<file path="src/rtl/dco_pkg.sv">
// Shared types and constants for the DCO frequency-lock controller.
//   dco_state_e : controller FSM states
//   dco_mode_e  : acquisition mode (binary search or fine tracking)
package dco_pkg;

    localparam int unsigned CODE_W = 8;
    localparam int unsigned TICK_W = 32;
    localparam int unsigned IDX_W  = 3;
    localparam int unsigned EXT_W  = TICK_W + 1;

    localparam logic [CODE_W-1:0] CENTRAL_CODE = 8'h7F;
    localparam logic [CODE_W-1:0] SAR_INIT     = 8'h80;

    typedef enum logic [2:0] {
        ST_IDLE,
        ST_SETTLE,
        ST_MEASURE,
        ST_SAR_DECIDE,
        ST_TRACK_DECIDE
    } dco_state_e;

    typedef enum logic {
        MODE_SAR,
        MODE_TRACK
    } dco_mode_e;

endpackage

</file>
<file path="src/rtl/dco_period_meter.sv">
// Synchronizes the DCO output, detects its rising edges and measures the
// period between consecutive edges in internalClock ticks.
//   dcoSignal_i    : asynchronous DCO output
//   edge_o         : one-cycle pulse per detected rising edge
//   period_o       : ticks between the last two detected edges (saturating)
//   period_valid_o : period_o updated this cycle
//   timeout_o      : no edge seen for at least TIMEOUT ticks
module dco_period_meter
    import dco_pkg::*;
#(
    parameter int unsigned SYNC_STAGES = 2,   // must be >= 2
    parameter int unsigned TIMEOUT     = 32'd1_000_000
) (
    input  logic              internalClock,
    input  logic              reset_i,
    input  logic              dcoSignal_i,
    output logic              edge_o,
    output logic [TICK_W-1:0] period_o,
    output logic              period_valid_o,
    output logic              timeout_o
);

    logic [SYNC_STAGES-1:0] sync_q;
    logic                   prev_q;
    logic                   rise_c;
    logic [TICK_W-1:0]      cnt_q;
    logic [TICK_W-1:0]      cnt_d;

    assign rise_c = sync_q[SYNC_STAGES-1] & ~prev_q;

    // Ticks since the last edge; restarts at 1 on an edge, saturates at all-ones.
    always_comb begin
        cnt_d = cnt_q;
        if (rise_c) begin
            cnt_d = TICK_W'(1);
        end else if (cnt_q != '1) begin
            cnt_d = cnt_q + TICK_W'(1);
        end
    end

    always_ff @(posedge internalClock or negedge reset_i) begin
        if (!reset_i) begin
            sync_q         <= '0;
            prev_q         <= 1'b0;
            cnt_q          <= '0;
            edge_o         <= 1'b0;
            period_o       <= '0;
            period_valid_o <= 1'b0;
            timeout_o      <= 1'b0;
        end else begin
            sync_q         <= {sync_q[SYNC_STAGES-2:0], dcoSignal_i};
            prev_q         <= sync_q[SYNC_STAGES-1];
            cnt_q          <= cnt_d;
            edge_o         <= rise_c;
            period_valid_o <= rise_c;
            timeout_o      <= (cnt_d >= TIMEOUT);
            if (rise_c) begin
                period_o <= cnt_q;
            end
        end
    end

endmodule

</file>
<file path="src/rtl/dco_freq_lock_ctrl.sv">
// Frequency-lock controller for a digitally controlled oscillator: an 8-step
// binary search on the code followed by +/-1 tracking around the target period.
//   start_i/stop_i : start acquisition from IDLE / force IDLE (stop wins)
//   targetTicks_i  : desired DCO period, captured at start
//   dcoSignal_i    : asynchronous DCO output
//   freqCode_o     : DCO control code
//   busy_o, locked_o, error_o : status (error_o is a sticky timeout flag)
//   measTicks_o    : most recent completed period measurement
module dco_freq_lock_ctrl
    import dco_pkg::*;
#(
    parameter int unsigned TOL         = 32'd4,
    parameter int unsigned TIMEOUT     = 32'd1_000_000,
    parameter int unsigned SYNC_STAGES = 2
) (
    input  logic              internalClock,
    input  logic              reset_i,
    input  logic              start_i,
    input  logic              stop_i,
    input  logic [TICK_W-1:0] targetTicks_i,
    input  logic              dcoSignal_i,
    output logic [CODE_W-1:0] freqCode_o,
    output logic              busy_o,
    output logic              locked_o,
    output logic              error_o,
    output logic [TICK_W-1:0] measTicks_o
);

    dco_state_e        state_q, state_d;
    dco_mode_e         mode_q, mode_d;
    logic [CODE_W-1:0] code_q, code_d;
    logic [IDX_W-1:0]  idx_q, idx_d;
    logic [TICK_W-1:0] target_q, target_d;
    logic [TICK_W-1:0] meas_q, meas_d;
    logic              locked_q, locked_d;
    logic              error_q, error_d;
    logic              busy_q;

    logic              edge_w;
    logic [TICK_W-1:0] period_w;
    logic              period_valid_w;
    logic              timeout_w;

    logic [CODE_W-1:0] sar_code_c;
    logic [EXT_W-1:0]  win_hi_c;
    logic [EXT_W-1:0]  win_lo_c;
    logic [EXT_W-1:0]  meas_ext_c;

    dco_period_meter #(
        .SYNC_STAGES (SYNC_STAGES),
        .TIMEOUT     (TIMEOUT)
    ) u_meter (
        .internalClock  (internalClock),
        .reset_i        (reset_i),
        .dcoSignal_i    (dcoSignal_i),
        .edge_o         (edge_w),
        .period_o       (period_w),
        .period_valid_o (period_valid_w),
        .timeout_o      (timeout_w)
    );

    // State register.
    always_ff @(posedge internalClock or negedge reset_i) begin
        if (!reset_i) begin
            state_q  <= ST_IDLE;
            mode_q   <= MODE_SAR;
            code_q   <= CENTRAL_CODE;
            idx_q    <= '0;
            target_q <= '0;
            meas_q   <= '0;
            locked_q <= 1'b0;
            error_q  <= 1'b0;
            busy_q   <= 1'b0;
        end else begin
            state_q  <= state_d;
            mode_q   <= mode_d;
            code_q   <= code_d;
            idx_q    <= idx_d;
            target_q <= target_d;
            meas_q   <= meas_d;
            locked_q <= locked_d;
            error_q  <= error_d;
            busy_q   <= (state_d != ST_IDLE);
        end
    end

    // Next-state and datapath.
    always_comb begin
        state_d  = state_q;
        mode_d   = mode_q;
        code_d   = code_q;
        idx_d    = idx_q;
        target_d = target_q;
        meas_d   = meas_q;
        locked_d = locked_q;
        error_d  = error_q;

        // SAR trial: drop the current bit if the DCO is already too fast, then try the next one.
        sar_code_c = code_q;
        if (meas_q < target_q) begin
            sar_code_c[idx_q] = 1'b0;
        end
        if (idx_q != '0) begin
            sar_code_c[idx_q - IDX_W'(1)] = 1'b1;
        end

        // Tracking window in 33 bits so target+TOL cannot wrap; lower bound floored at 0.
        meas_ext_c = {1'b0, meas_q};
        win_hi_c   = {1'b0, target_q} + EXT_W'(TOL);
        win_lo_c   = (target_q >= TOL) ? {1'b0, target_q - TICK_W'(TOL)} : '0;

        if (stop_i) begin
            state_d  = ST_IDLE;
            locked_d = 1'b0;
        end else begin
            unique case (state_q)
                ST_IDLE: begin
                    if (start_i) begin
                        target_d = targetTicks_i;
                        error_d  = 1'b0;
                        locked_d = 1'b0;
                        code_d   = SAR_INIT;
                        idx_d    = IDX_W'(CODE_W - 1);
                        mode_d   = MODE_SAR;
                        state_d  = ST_SETTLE;
                    end
                end
                ST_SETTLE: begin
                    if (timeout_w) begin
                        error_d  = 1'b1;
                        locked_d = 1'b0;
                        state_d  = ST_IDLE;
                    end else if (edge_w) begin
                        state_d = ST_MEASURE;
                    end
                end
                ST_MEASURE: begin
                    if (timeout_w) begin
                        error_d  = 1'b1;
                        locked_d = 1'b0;
                        state_d  = ST_IDLE;
                    end else if (period_valid_w) begin
                        meas_d  = period_w;
                        state_d = (mode_q == MODE_SAR) ? ST_SAR_DECIDE : ST_TRACK_DECIDE;
                    end
                end
                ST_SAR_DECIDE: begin
                    code_d = sar_code_c;
                    if (idx_q != '0) begin
                        idx_d = idx_q - IDX_W'(1);
                    end else begin
                        mode_d = MODE_TRACK;
                    end
                    state_d = ST_SETTLE;
                end
                ST_TRACK_DECIDE: begin
                    // Larger code means a faster DCO, i.e. a shorter period.
                    if (meas_ext_c > win_hi_c) begin
                        locked_d = 1'b0;
                        if (code_q != '1) begin
                            code_d = code_q + CODE_W'(1);
                        end
                    end else if (meas_ext_c < win_lo_c) begin
                        locked_d = 1'b0;
                        if (code_q != '0) begin
                            code_d = code_q - CODE_W'(1);
                        end
                    end else begin
                        locked_d = 1'b1;
                    end
                    state_d = (code_d != code_q) ? ST_SETTLE : ST_MEASURE;
                end
                default: begin
                    state_d = ST_IDLE;
                end
            endcase
        end
    end

    assign freqCode_o  = code_q;
    assign busy_o      = busy_q;
    assign locked_o    = locked_q;
    assign error_o     = error_q;
    assign measTicks_o = meas_q;

endmodule

</file>
<file path="config.mk">
export PLATFORM = sky130hd
export DESIGN_NAME = dco_freq_lock_ctrl
export DESIGN_NICKNAME = d
export VERILOG_FILES = /design/src/rtl/dco_pkg.sv /design/src/rtl/dco_period_meter.sv /design/src/rtl/dco_freq_lock_ctrl.sv
export SDC_FILE = /design/constraint.sdc
export NUM_CORES = 1
export LEC_CHECK = 0
export BUFFER_PORTS_ARGS = -buffer_cell sky130_fd_sc_hd__clkbuf_2
export CAP_MARGIN = 15
export CORE_ASPECT_RATIO = 0.7
export CORE_MARGIN = 2
export CORE_UTILIZATION = 66
export CTS_CLUSTER_DIAMETER = 120
export DETAILED_ROUTE_END_ITERATION = 6
export HOLD_SLACK_MARGIN = 0.12
export PLACE_DENSITY = 0.86
export REMOVE_ABC_BUFFERS = 1
export SLEW_MARGIN = 30
export SYNTH_ARGS = -nofsm -noshare
export SYNTH_HDL_FRONTEND = slang
export SYNTH_SLANG_ARGS = --single-unit
</file>
<file path="constraint.sdc">
create_clock -name internalClock -period 8.26 [get_ports internalClock]
set_input_delay 0.826 -clock internalClock [delete_from_list [all_inputs] [get_ports internalClock]]
set_output_delay 0.826 -clock internalClock [all_outputs]
set_load 0.01 [all_outputs]
</file>
Word-level counts from Yosys, hierarchy flattened. Index checks and enable logic that the tools add are counted.

Bits of input ports: 37. Output and inout port bits: 43. Bits in registers: 151.

$add $sub $neg: 6. Muxes and demuxes: 39. Bitwise operators: 7. Order comparisons: 9. Eq/ne operators: 13. Reductions and logical operators: 18.

Operators with widths (count): 32-bit 2-to-1 mux (3); 8-bit 2-to-1 mux (9); 32-bit less-than comparator (2); 32-bit by 3-bit adder with 33-bit output (second input constant) (1); 32-bit by 33-bit greater-than comparator with 1-bit output (1); 32-bit by 1-bit adder with 32-bit output (second input constant) (1); 32-bit by 20-bit >= comparator with 1-bit output (second input constant) (1); 32-bit by 3-bit >= comparator with 1-bit output (second input constant) (1); 32-bit inequality test (second input constant) (1); 32-bit by 3-bit subtractor with 32-bit output (second input constant) (1); 3-bit 2-to-1 mux (9); 8-bit one-hot mux with 3 select lines (1); 4-bit AND reduction (4); 3-bit one-hot mux with 5 select lines (1); 1-bit 2-to-1 mux (9); 3-bit AND reduction (3); 3-bit nonzero test (3); 8-bit by 1-bit adder with 8-bit output (second input constant) (1); 8-bit AND (1); 3-bit by 4-bit less-than comparator with 1-bit output (second input constant) (2); 8-bit inequality test (1); 8-bit inequality test (second input constant) (1); 8-bit inverter (1); 8-bit bitwise OR (1); 23 further kinds (33).

Longest topological paths before layout. Gate-level depths: netlist of run 1.

Depth in word-level cells: 12. Depth in mapped cells: 20. Depth with buffers taken out: 18.

Cells and area by module. Synthesis of run 1 repeated with hierarchy kept, for this count alone.

Cell total of the unflattened synthesis: 1156. Area, all modules: 10463.8 um2.

By module, submodules not included: dco_freq_lock_ctrl (area each 7300.8 um2, seq. area each 2060.7 um2, times used 1, cells an instance 815); dco_period_meter (area each 3163.0 um2, seq. area each 1726.7 um2, times used 1, cells an instance 341).

Worst setup path after synthesis of run 1. No wires, ideal clock.

Path type: register to register. From: reg target_q[11]. To: reg code_q[0], in the netlist freqCode_o[0]. Library setup time: 0.082 ns. Clock period less this slack: 4.117 ns. Setup slack: 4.143 ns. Arrival time: 4.035 ns. Cell stages (with the launch flop): 19. Cell sequence: dfrtp_1 -> buf_6 -> or4_4 -> and4b_1 -> buf_2 -> nand3_1 -> nor4_2 -> and2_1 -> and3_1 -> xnor2_1 -> nand2_1 -> ha_1 -> a211o_1 -> a31oi_1 -> o211ai_1 -> nor3_2 -> nand3_2 -> a41o_1 -> a211o_1.

Longest elaborated chain between the ends: 8. Elaborated cells between the ends (all ways): 15.

Ends and longest elaborated chain: start, declared (line dco_freq_lock_ctrl.sv:33) `logic [TICK_W-1:0] target_q, target_d;`; start signal, assigned (line dco_freq_lock_ctrl.sv:79) `target_q <= target_d;`; 32-bit by 3-bit subtractor with 32-bit output / 32-bit by 3-bit >= comparator with 1-bit output (equally long branches) (line dco_freq_lock_ctrl.sv:110) `win_lo_c = (target_q >= TOL) ? {1'b0, target_q - TICK_W'(TOL)} : '0;`; 32-bit 2-to-1 mux (line dco_freq_lock_ctrl.sv:110); 32-bit less-than comparator (line dco_freq_lock_ctrl.sv:163) `end else if (meas_ext_c < win_lo_c) begin`; 8-bit 2-to-1 mux (line dco_freq_lock_ctrl.sv:163); 8-bit 2-to-1 mux (line dco_freq_lock_ctrl.sv:158) `if (meas_ext_c > win_hi_c) begin`; 8-bit 2-to-1 mux (line dco_freq_lock_ctrl.sv:116) `unique case (state_q)`; 8-bit 2-to-1 mux (line dco_freq_lock_ctrl.sv:112) `if (stop_i) begin`; 8-bit one-hot mux with 3 select lines (*) (line dco_freq_lock_ctrl.sv:116); end signal, assigned (line dco_freq_lock_ctrl.sv:77) `code_q <= code_d;`; end, declared (line dco_freq_lock_ctrl.sv:31) `logic [CODE_W-1:0] code_q, code_d;`.

Every way passes the cells marked *; elsewhere a longest branch is shown, timed or not. The select of a mux whose other input is x is not followed. A chain may end at the register's enable or synchronous reset.

Worst setup path in the final report of run 1.
From: reg target_q[10]. To: reg code_q[4], in the netlist freqCode_o[4].

The elaborated chain is that of the path after synthesis.

==> results.yml, run 1 <==
pwr:
  irDropWorstVdd_mv: 0.146
  power_density_mw_per_mm2: 183
  power.leakage_nw: 5.63
  total_power_mw: 2.11
die:
  top_level_ports: 80
  floorplan.initialDensity_pct: 67.8
  chipWidth_um: 155
  fp-row-count: 38
  floorplan_die_area_mm2: 0.0170
  design.core.area_mm2: 0.0155
  chipHeight_um: 110
routing:
  route.detailed.vias_per_inst: 6.34
  route.vias.total: 9007
  routed_wire_length_per_instance_um: 19.4
  ant_nets: 0
  remaining_drc_errors: 0
  drt_first_iter_violations: 1052
  dr.pass1.iters: 6
  routed_wire_length_um: 27600
worst_setup_path:
  worstPathCellList: "or4_4, and4b_1, nand3_1, nor4_2, and2_1, and3_1, xnor2_1, nand2_1, ha_1, a211o_1, a31oi_1, o211ai_1, nor3_2, nand3_2, o41ai_1, a221o_1"
  cp_data_required_time_ps: 8630
  timing.critical_path.slowest_cell_delay_ps: 790
  cp-start-kind: "flip-flop"
  critical_path.endpoint_type: "flip-flop"
  stages_on_worst_setup_path: 16
  regToRegEndpoint: "freqCode_o[4]"
  rr_worst_depth: 16
  crit_arrival_ps: 5590
  critPathMaxFanout: 13
  cp_slowest_cell: "nor3_2"
  crit-reg2reg-launch: "target_q[10]"
  critical_path.n_buffers_inverters: 0
  critical_path.top_delay_family: "simple AND/OR/NAND/NOR gates"
  timing_worst_setup_path_type: "reg -> reg"
  worst-r2r-setup-slack_ps: 3040
yosys:
  synthDistinctLibCells: 86
  synthesis.yosys.warnings: 0
  register_bit_count_reported_by_yosys: 151
  syn_area_per_cell_um2: 9.16
  syn-instance-count: 1151
  synth.yosys.seq_area_share_pct: 35.9
  synth_enable_flop_cells: 0
  dominantRegCellSynth: "dfrtp_1"
  syn-cell-area_mm2: 0.0105
  synth-async-reset-ratio_pct: 100
clocking:
  clock_latency_ps: 430
  tritoncts: "built"
  postCtsHoldBufs: 0
  cts.sink_count: 151
  h-tree-depth: 4
  cts.path.max_buffers: 2
  postCtsResizedCells: 0
  clkTransAtPathRegs_ps: 70
  cts.repair_timing.setup_buffer_count: 0
  cts-buffers-inserted: 17
  clockRootBuffer: "clkbuf_16"
placed_design:
  routabilityCongestion: 1.00
  port_buffers: 79
  placed_cells: 1388
  dp_slack_ps: 3200
  dp_hpwl_um: 19800
  post_dp_area_mm2: 0.0110
worst_hold_path:
  hp-class: "reg -> reg"
  worst_hold_path.num_cells: 0
  worstHoldStart: "u_meter.sync_q[0]"
  worst_hold_path.endpoint: "u_meter.sync_q[1]"
timing:
  setup_viol: 0
  maxSlewHeadroom_pct: 36.8
  timing.setup.tns_ps: 0
  final-max-slew-violation-count: 0
  postLayoutSetupSlackWorst_ps: 3040
  final.period_utilization_pct: 63.2
  min_period_ps: 5220
  tightest_slew_ps: 943
  timing.clock.skew_ps: 8.42
  hold_viol_final: 0
  fin_worst_hold_slack_ps: 352
  max_clock_freq_ghz: 0.192
  rsz_0062_raised_after_global_routing: "no"
finish:
  fill_cells: 1103
  antenna_cells_inserted: 0
  final_cell_area_mm2: 0.0115
  register_area_mm2: 0.00379
  most-common-layout-cells: "nand2_1, dfrtp_1, ha_1"
  final-instance-count-excl-fill: 1420
  multiInputGateArea_mm2: 0.00631
  drive_above_1_share_pct: 17.5
  layout.core_utilization_pct: 74.2
  synthToLayoutAreaGrowth_pct: 9.37
  finalNetCount: 1346
  final_common_cell: "nand2_1"
flow_run:
  cap_violations: 0
global_route:
  vias_in_the_first_global_route: 8580
  grt_pass1_wl_um: 44700
  grt_antenna_before_repair: 0
  grt_max_degree: 80
  grt.total_usage_pct: 33.8
  grt_remaining_overflow: 0
status:
  status: "complete, no violations"
## synthesized netlist by cell type (13+ instances only)
master    instances  area (um^2)
nand2_1         181          679
dfrtp_1         144         3600
ha_1            102         1280
nor2_1           79          297
xnor2_1          68          596
mux2_2           65          732
inv_1            51          191
a21oi_1          50          250
nand3_1          48          240
o21ai_0          41          205
nor3_1           32          160
nand4_1          30          188
clkbuf_1         29          109
and3_1           17          106
nor4_1           14         87.6
a31oi_1          13         81.3
## worst register-to-register path: cells and delay by family, from the launching register on
family / cells / cell delay [ps]
AO/OA/AOI/OAI: 5 / 1190
AND/OR/NAND/NOR: 9 / 3050
adder cells (fa/ha/maj): 1 / 350
flip-flops: 1 / 470
XOR/XNOR: 1 / 120
## power by group
part           switching [mW]  total [mW]  internal [mW]
registers               0.104       0.899          0.796
logic                   0.271       0.472          0.201
clock network           0.342       0.743          0.401
## final cells by class
cell class                 instances  area share (%)
sequential                       151            32.8
multi-input combinational        902            54.7
tap                              200            2.17
clock inverter                    13           0.954
timing repair buffer              84            3.84
clock buffer                      19            3.84
inverter                          51            1.66
## cells by family after synthesis
family / Yosys count / share of synthesized area, %
AO/OA/AOI/OAI: 183 / 11.5
AND/OR/NAND/NOR: 466 / 22.0
flip-flops: 151 / 35.9
XOR/XNOR: 79 / 6.56
multiplexers: 72 / 7.60
buffers and inverters: 98 / 4.31
adder cells (fa/ha/maj): 102 / 12.1
## registers in the layout, summed over array words and instances, names as in the netlist
name               cells
measTicks_o           32
target_q              32
u_meter.cnt_q         32
u_meter.period_o      32
freqCode_o             8
idx_q                  3
state_q                3
u_meter.sync_q         2
busy_o                 1
error_o                1
locked_o               1
mode_q                 1
u_meter.edge_o         1
u_meter.prev_q         1
u_meter.timeout_o      1
## how the worst max path moves through the flow
stage            startpoint            end  slack [ps]
6_report       target_q[10]  freqCode_o[4]        3040
5_1_grt        target_q[10]  freqCode_o[4]        2740
4_1_cts        target_q[10]  freqCode_o[4]        3170
3_5_place_dp   target_q[10]  freqCode_o[4]        3200
3_3_place_gp   target_q[10]  freqCode_o[0]        3420
2_1_floorplan  target_q[10]  freqCode_o[0]        3860
## metal layers
metal | vias to the layer above | wire (um) | global-route usage (%)
met3 | 44 | 2760 | 9.07
met1 | 4284 | 12800 | 49.5
li1 | 4245 | - | -
met4 | 0 | 675 | 9.99
met2 | 434 | 11300 | 49.3
met5 | - | 0 | 0
Note: power is estimated with default switching activity, not from simulation.
==> run 2: changes to the inputs <==
--- a/config.mk
+++ b/config.mk
@@ -9,11 +9,11 @@
 export CAP_MARGIN = 15
 export CORE_ASPECT_RATIO = 0.7
 export CORE_MARGIN = 2
-export CORE_UTILIZATION = 66
+export CORE_UTILIZATION = 56
 export CTS_CLUSTER_DIAMETER = 120
 export DETAILED_ROUTE_END_ITERATION = 6
 export HOLD_SLACK_MARGIN = 0.12
-export PLACE_DENSITY = 0.86
+export PLACE_DENSITY = 0.78
 export REMOVE_ABC_BUFFERS = 1
 export SLEW_MARGIN = 30
 export SYNTH_ARGS = -nofsm -noshare
==> constraint.sdc (replaced) <==
create_clock -name internalClock -period 4.45 [get_ports internalClock]
set_input_delay 0.445 -clock internalClock [delete_from_list [all_inputs] [get_ports internalClock]]
set_output_delay 0.445 -clock internalClock [all_outputs]
set_load 0.01 [all_outputs]
==> run 2 against run 1 <==
Compared with the run above:
- global-route usage is 5.6 points lower
- die area is 17% higher
- first-iteration DRC count is 6.7% lower
- largest power group unchanged
- highest routed layer unchanged
==> results.yml, run 2 (synthesis results as in run 1) <==
status:
  status: "complete, no violations"
die:
  design.core.area_mm2: 0.0182
  floorplan_die_area_mm2: 0.0200
  floorplan.initialDensity_pct: 57.9
  chipHeight_um: 119
  chipWidth_um: 168
  fp-row-count: 41
  top_level_ports: 80
pwr:
  irDropWorstVdd_mv: 0.250
  power_density_mw_per_mm2: 341
  power.leakage_nw: 5.89
worst_setup_path:
  cp_data_required_time_ps: 4770
  worstPathCellList: "or4_4, and4b_1, nand3_2, nor4_4, and2_4, and3_1, xnor2_1, nand2_1, ha_4, nand4_1, nor2_4, nand3_4, nor4_4, nor3_2, buf_6, buf_4, nand3_2, mux2i_2, a21oi_1"
  regToRegEndpoint: "freqCode_o[7]"
  timing_worst_setup_path_type: "reg -> reg"
  cp-start-kind: "flip-flop"
  critical_path.n_buffers_inverters: 2
  critical_path.top_delay_family: "simple AND/OR/NAND/NOR gates"
  timing.critical_path.slowest_cell_delay_ps: 550
  rr_worst_depth: 19
  critPathMaxFanout: 10
  crit-reg2reg-launch: "target_q[8]"
  worst-r2r-setup-slack_ps: 130
  critical_path.endpoint_type: "flip-flop"
  cp_slowest_cell: "or4_4"
  crit_arrival_ps: 4630
clocking:
  clkTransAtPathRegs_ps: 70
  tritoncts: "built"
  cts.sink_count: 151
  cts.path.max_buffers: 2
  h-tree-depth: 4
  clock_latency_ps: 440
  clockRootBuffer: "clkbuf_16"
  cts-buffers-inserted: 17
placed_design:
  routabilityCongestion: 0.970
  dp_slack_ps: 4.00
  port_buffers: 79
  dp_hpwl_um: 20600
finish:
  fill_cells: 1379
  most-common-layout-cells: "nand2_1, dfrtp_1, ha_1"
  drive_above_1_share_pct: 21.9
  antenna_cells_inserted: 0
  final_common_cell: "nand2_1"
  synthToLayoutAreaGrowth_pct: 15.0
  finalNetCount: 1384
global_route:
  grt_antenna_before_repair: 0
  grt_max_degree: 77
  vias_in_the_first_global_route: 8440
  grt_pass1_wl_um: 44800
  grt_remaining_overflow: 0
  grt.total_usage_pct: 28.2
routing:
  routed_wire_length_um: 28100
  route.vias.total: 9129
  routed_wire_length_per_instance_um: 18.8
  route.detailed.vias_per_inst: 6.11
  dr.pass1.iters: 5
  remaining_drc_errors: 0
  ant_nets: 0
  drt_first_iter_violations: 982
timing:
  final.period_utilization_pct: 97.0
  min_period_ps: 4320
  hold_viol_final: 0
  timing.setup.tns_ps: 0
  final-max-slew-violation-count: 0
  maxSlewHeadroom_pct: 42.7
  timing.clock.skew_ps: 14.3
  setup_viol: 0
  max_clock_freq_ghz: 0.232
  fin_worst_hold_slack_ps: 238
  postLayoutSetupSlackWorst_ps: 134
  tightest_slew_ps: 858
flow_run:
  cap_violations: 0
worst_hold_path:
  worst_hold_path.num_cells: 2
  worst_hold_path.endpoint: "target_q[7]"
  worstHoldStart: "targetTicks_i[7]"
  hp-class: "in -> reg"
==> run 2: cell type report <==
| type | instances | area, um^2 | area share (%) |
|---|---|---|---|
| Clock buffer | 17 | 425 | 3.51 |
| Clock inverter | 15 | 181 | 1.50 |
| Inverter | 51 | 191 | 1.58 |
| Multi-Input combinational cell | 902 | 6500 | 53.6 |
| Sequential cell | 151 | 3790 | 31.3 |
| Tap cell | 236 | 295 | 2.43 |
| Timing Repair Buffer | 122 | 746 | 6.15 |
==> run 2: per-stage QoR <==
step	power, mW	instances	cell area [um^2]	util [%]
2_1_floorplan	2.25	1104	10300	-
3_3_place_gp	2.55	1444	11200	61.4
3_5_place_dp	2.59	1444	11200	61.4
4_1_cts	4.09	1478	11800	65.0
5_1_grt	4.34	1494	12100	66.6
6_report	4.14	1494	12100	66.6
==> run 2: worst max path at each step <==
stage | slack (ps) | cells past startpoint | to | startpoint
detailed placement | 4 | 18 | freqCode_o[6] | target_q[14]
CTS | 60 | 18 | freqCode_o[6] | target_q[14]
global placement | 80 | 18 | freqCode_o[6] | target_q[14]
global route | -20 | 19 | freqCode_o[7] | target_q[13]
finish | 130 | 19 | freqCode_o[7] | target_q[8]
floorplan | 50 | 16 | freqCode_o[0] | target_q[10]
==> run 2: power breakdown <==
part / internal (mW) / total, mW / switching, mW
combinational: 0.432 / 1.02 / 0.588
clock: 0.807 / 1.49 / 0.684
sequential: 1.48 / 1.63 / 0.149
==> run 2: worst reg2reg max path: stages (launching register included) <==
cell and delay (ps):
dfrtp_1 390, or4_4 550, and4b_1 320, nand3_2 160, nor4_4 290, and2_4 200
and3_1 170, xnor2_1 110, nand2_1 100, ha_4 290, nand4_1 160, nor2_4 210
nand3_4 100, nor4_4 350, nor3_2 80, buf_6 150, buf_4 140, nand3_2 70
mux2i_2 240, a21oi_1 90
==> run 2: what timing repair did <==
item                       4_1_cts  5_1_grt
gates resized for setup          4       30
hold endpoints to repair        73        0
pin swaps                        0       14
setup endpoints to repair        7       10
buffers inserted                 0       16
hold buffers                     2        0
==> run 2: routing by layer <==
layer | GRT usage [%] | part of all wire, % | wire [um] | up-vias
met4 | 7.28 | 1.9 | 521 | 0
met1 | 43.8 | 48 | 13600 | 4350
met3 | 5.88 | 8.3 | 2340 | 53
li1 | - | - | - | 4312
met2 | 39.8 | 41 | 11700 | 414
met5 | 0 | 0 | 0 | -
==> run 3: changes to the inputs <==
--- a/config.mk
+++ b/config.mk
@@ -5,13 +5,13 @@
 export SDC_FILE = /design/constraint.sdc
 export NUM_CORES = 1
 export LEC_CHECK = 0
-export BUFFER_PORTS_ARGS = -buffer_cell sky130_fd_sc_hd__clkbuf_2
 export CAP_MARGIN = 15
 export CORE_ASPECT_RATIO = 0.7
 export CORE_MARGIN = 2
-export CORE_UTILIZATION = 56
+export CORE_UTILIZATION = 59
 export CTS_CLUSTER_DIAMETER = 120
 export DETAILED_ROUTE_END_ITERATION = 6
+export DONT_BUFFER_PORTS = 1
 export HOLD_SLACK_MARGIN = 0.12
 export PLACE_DENSITY = 0.78
 export REMOVE_ABC_BUFFERS = 1
==> run 3 against run 2 <==
Compared with the run above:
- flip-flop and latch count did not move
- global-route usage grew 1.8 points
- combinational power down 8%
- critical path depth shrank 3
- non-clock buffer count fell by 84
- sequential share of layout area grew 1.3 points
- wire length shrank 1.6%
- die area is 4.9% lower
- design area is 3.9% lower
- cell count down 6.0%
- critical endpoint is now freqCode_o[0]
- largest cell class unchanged
==> results.yml, run 3 (synthesis results as in run 1) <==
global_route:
  grt_remaining_overflow: 0
  grt_antenna_before_repair: 0
  vias_in_the_first_global_route: 8400
  grt.total_usage_pct: 30.0
  grt_max_degree: 152
  grt_pass1_wl_um: 44300
worst_setup_path:
  critical_path.endpoint_type: "flip-flop"
  cp_slowest_cell: "or4_4"
  cp_data_required_time_ps: 4810
  crit-reg2reg-launch: "target_q[10]"
  critPathMaxFanout: 5
  crit_arrival_ps: 4680
  timing_worst_setup_path_type: "reg -> reg"
  critical_path.n_buffers_inverters: 0
  worst-r2r-setup-slack_ps: 120
  worstPathCellList: "or4_4, and4b_1, nand3_2, nor4_4, and2_4, and3_1, xnor2_1, nand2_1, ha_4, a211o_1, a31oi_1, o211ai_1, nor3_2, nand3_2, a41o_1, a211o_1"
  regToRegEndpoint: "freqCode_o[0]"
  rr_worst_depth: 16
  critical_path.top_delay_family: "simple AND/OR/NAND/NOR gates"
  cp-start-kind: "flip-flop"
  timing.critical_path.slowest_cell_delay_ps: 530
placed_design:
  port_buffers: 0
  dp_slack_ps: 72.0
  dp_hpwl_um: 19800
  placed_cells: 1360
  post_dp_area_mm2: 0.0108
  routabilityCongestion: 0.944
routing:
  ant_nets: 0
  routed_wire_length_per_instance_um: 19.7
  route.detailed.vias_per_inst: 6.40
  remaining_drc_errors: 0
  route.vias.total: 8991
  dr.pass1.iters: 5
  routed_wire_length_um: 27700
  drt_first_iter_violations: 1071
finish:
  synthToLayoutAreaGrowth_pct: 10.4
  drive_above_1_share_pct: 15.7
  final_common_cell: "nand2_1"
  antenna_cells_inserted: 0
  finalNetCount: 1300
  final-instance-count-excl-fill: 1404
  most-common-layout-cells: "nand2_1, dfrtp_1, ha_1"
  final_cell_area_mm2: 0.0117
worst_hold_path:
  hp-class: "in -> reg"
  worstHoldStart: "targetTicks_i[0]"
  worst_hold_path.endpoint: "target_q[0]"
  worst_hold_path.num_cells: 1
clocking:
  clockRootBuffer: "clkbuf_16"
  cts.sink_count: 151
  clkTransAtPathRegs_ps: 70
  cts.path.max_buffers: 2
  tritoncts: "built"
  cts-buffers-inserted: 17
  h-tree-depth: 4
  clock_latency_ps: 430
flow_run:
  cap_violations: 0
die:
  floorplan_die_area_mm2: 0.0190
  design.core.area_mm2: 0.0173
  chipHeight_um: 116
  chipWidth_um: 164
  floorplan.initialDensity_pct: 60.9
  top_level_ports: 80
  fp-row-count: 40
timing:
  timing.clock.skew_ps: 9.06
  maxSlewHeadroom_pct: 40.2
  tightest_slew_ps: 896
  max_clock_freq_ghz: 0.231
  final-max-slew-violation-count: 0
  setup_viol: 0
  postLayoutSetupSlackWorst_ps: 124
  min_period_ps: 4330
  final.period_utilization_pct: 97.2
  hold_viol_final: 0
pwr:
  power.leakage_nw: 5.49
  power_density_mw_per_mm2: 356
  irDropWorstVdd_mv: 0.278
  total_power_mw: 4.15
status:
  status: "complete, no violations"
[run 3: changes by cell type in the layout (fill, tap and decap cells not counted), moves of 2 or more]
cell,before,now
clkbuf_2,78,0
nand3_4,3,1
nor3_1,26,28
nand3_1,43,45
bufinv_16,1,3
buf_4,39,33
nor3_4,3,1
clkinv_8,3,0
[run 3: final cells by class]
cell class                 instances  area, um^2
timing repair buffer              38         317
multi-input combinational        902        6440
tap                              231         289
fill                            1336        5670
clock inverter                    13         184
sequential                       151        3790
clock buffer                      18         439
inverter                          51         191
[run 3: repair_timing]
action	4_1_cts	5_1_grt
endpoints found under the setup margin	0	10
gates resized for setup	0	22
buffers inserted	0	9
endpoints found under the hold margin	153	0
hold buffers	4	0
[run 3: stage by stage]
step	TNS, ps	hold WS, ps	utilization [%]
2_1_floorplan	0	149	-
3_3_place_gp	0	154	62.2
3_5_place_dp	0	154	62.2
4_1_cts	0	154	66.1
5_1_grt	-152	146	67.3
6_report	0	161	67.3
[run 3: worst register-to-register path, stage by stage (launching register included)]
cell	delay, ps
dfrtp_2	440
or4_4	530
and4b_1	320
nand3_2	140
nor4_4	330
and2_4	200
and3_1	170
xnor2_1	120
nand2_1	110
ha_4	250
a211o_1	290
a31oi_1	140
o211ai_1	120
nor3_2	310
nand3_2	220
a41o_1	300
a211o_1	280
[run 3: routing by layer]
| layer | routed length [um] | GRT usage [%] | part of all wire (%) | up-vias |
|---|---|---|---|---|
| met5 | 0 | 0 | 0 | - |
| met3 | 2590 | 6.76 | 9.3 | 44 |
| met2 | 11400 | 42.8 | 41 | 441 |
| li1 | - | - | - | 4167 |
| met4 | 461 | 7.66 | 1.7 | 0 |
| met1 | 13200 | 45.9 | 48 | 4339 |
[run 3: where the power goes]
group	internal [mW]	switching (mW)	total, mW
Sequential	1.48	0.172	1.65
Combinational	0.403	0.538	0.941
Clock	0.916	0.637	1.55
Total	2.80	1.35	4.15
[run 3: how the worst max path moves through the flow]
stage / from / to / slack (ps) / cells past startpoint
after floorplan: target_q[10] / freqCode_o[0] / 50 / 16
after global placement: target_q[15] / freqCode_o[6] / 80 / 18
after detailed placement: target_q[10] / freqCode_o[6] / 70 / 18
after CTS: target_q[10] / freqCode_o[6] / 30 / 18
after global routing: target_q[5] / freqCode_o[0] / -80 / 18
final: target_q[10] / freqCode_o[0] / 120 / 16
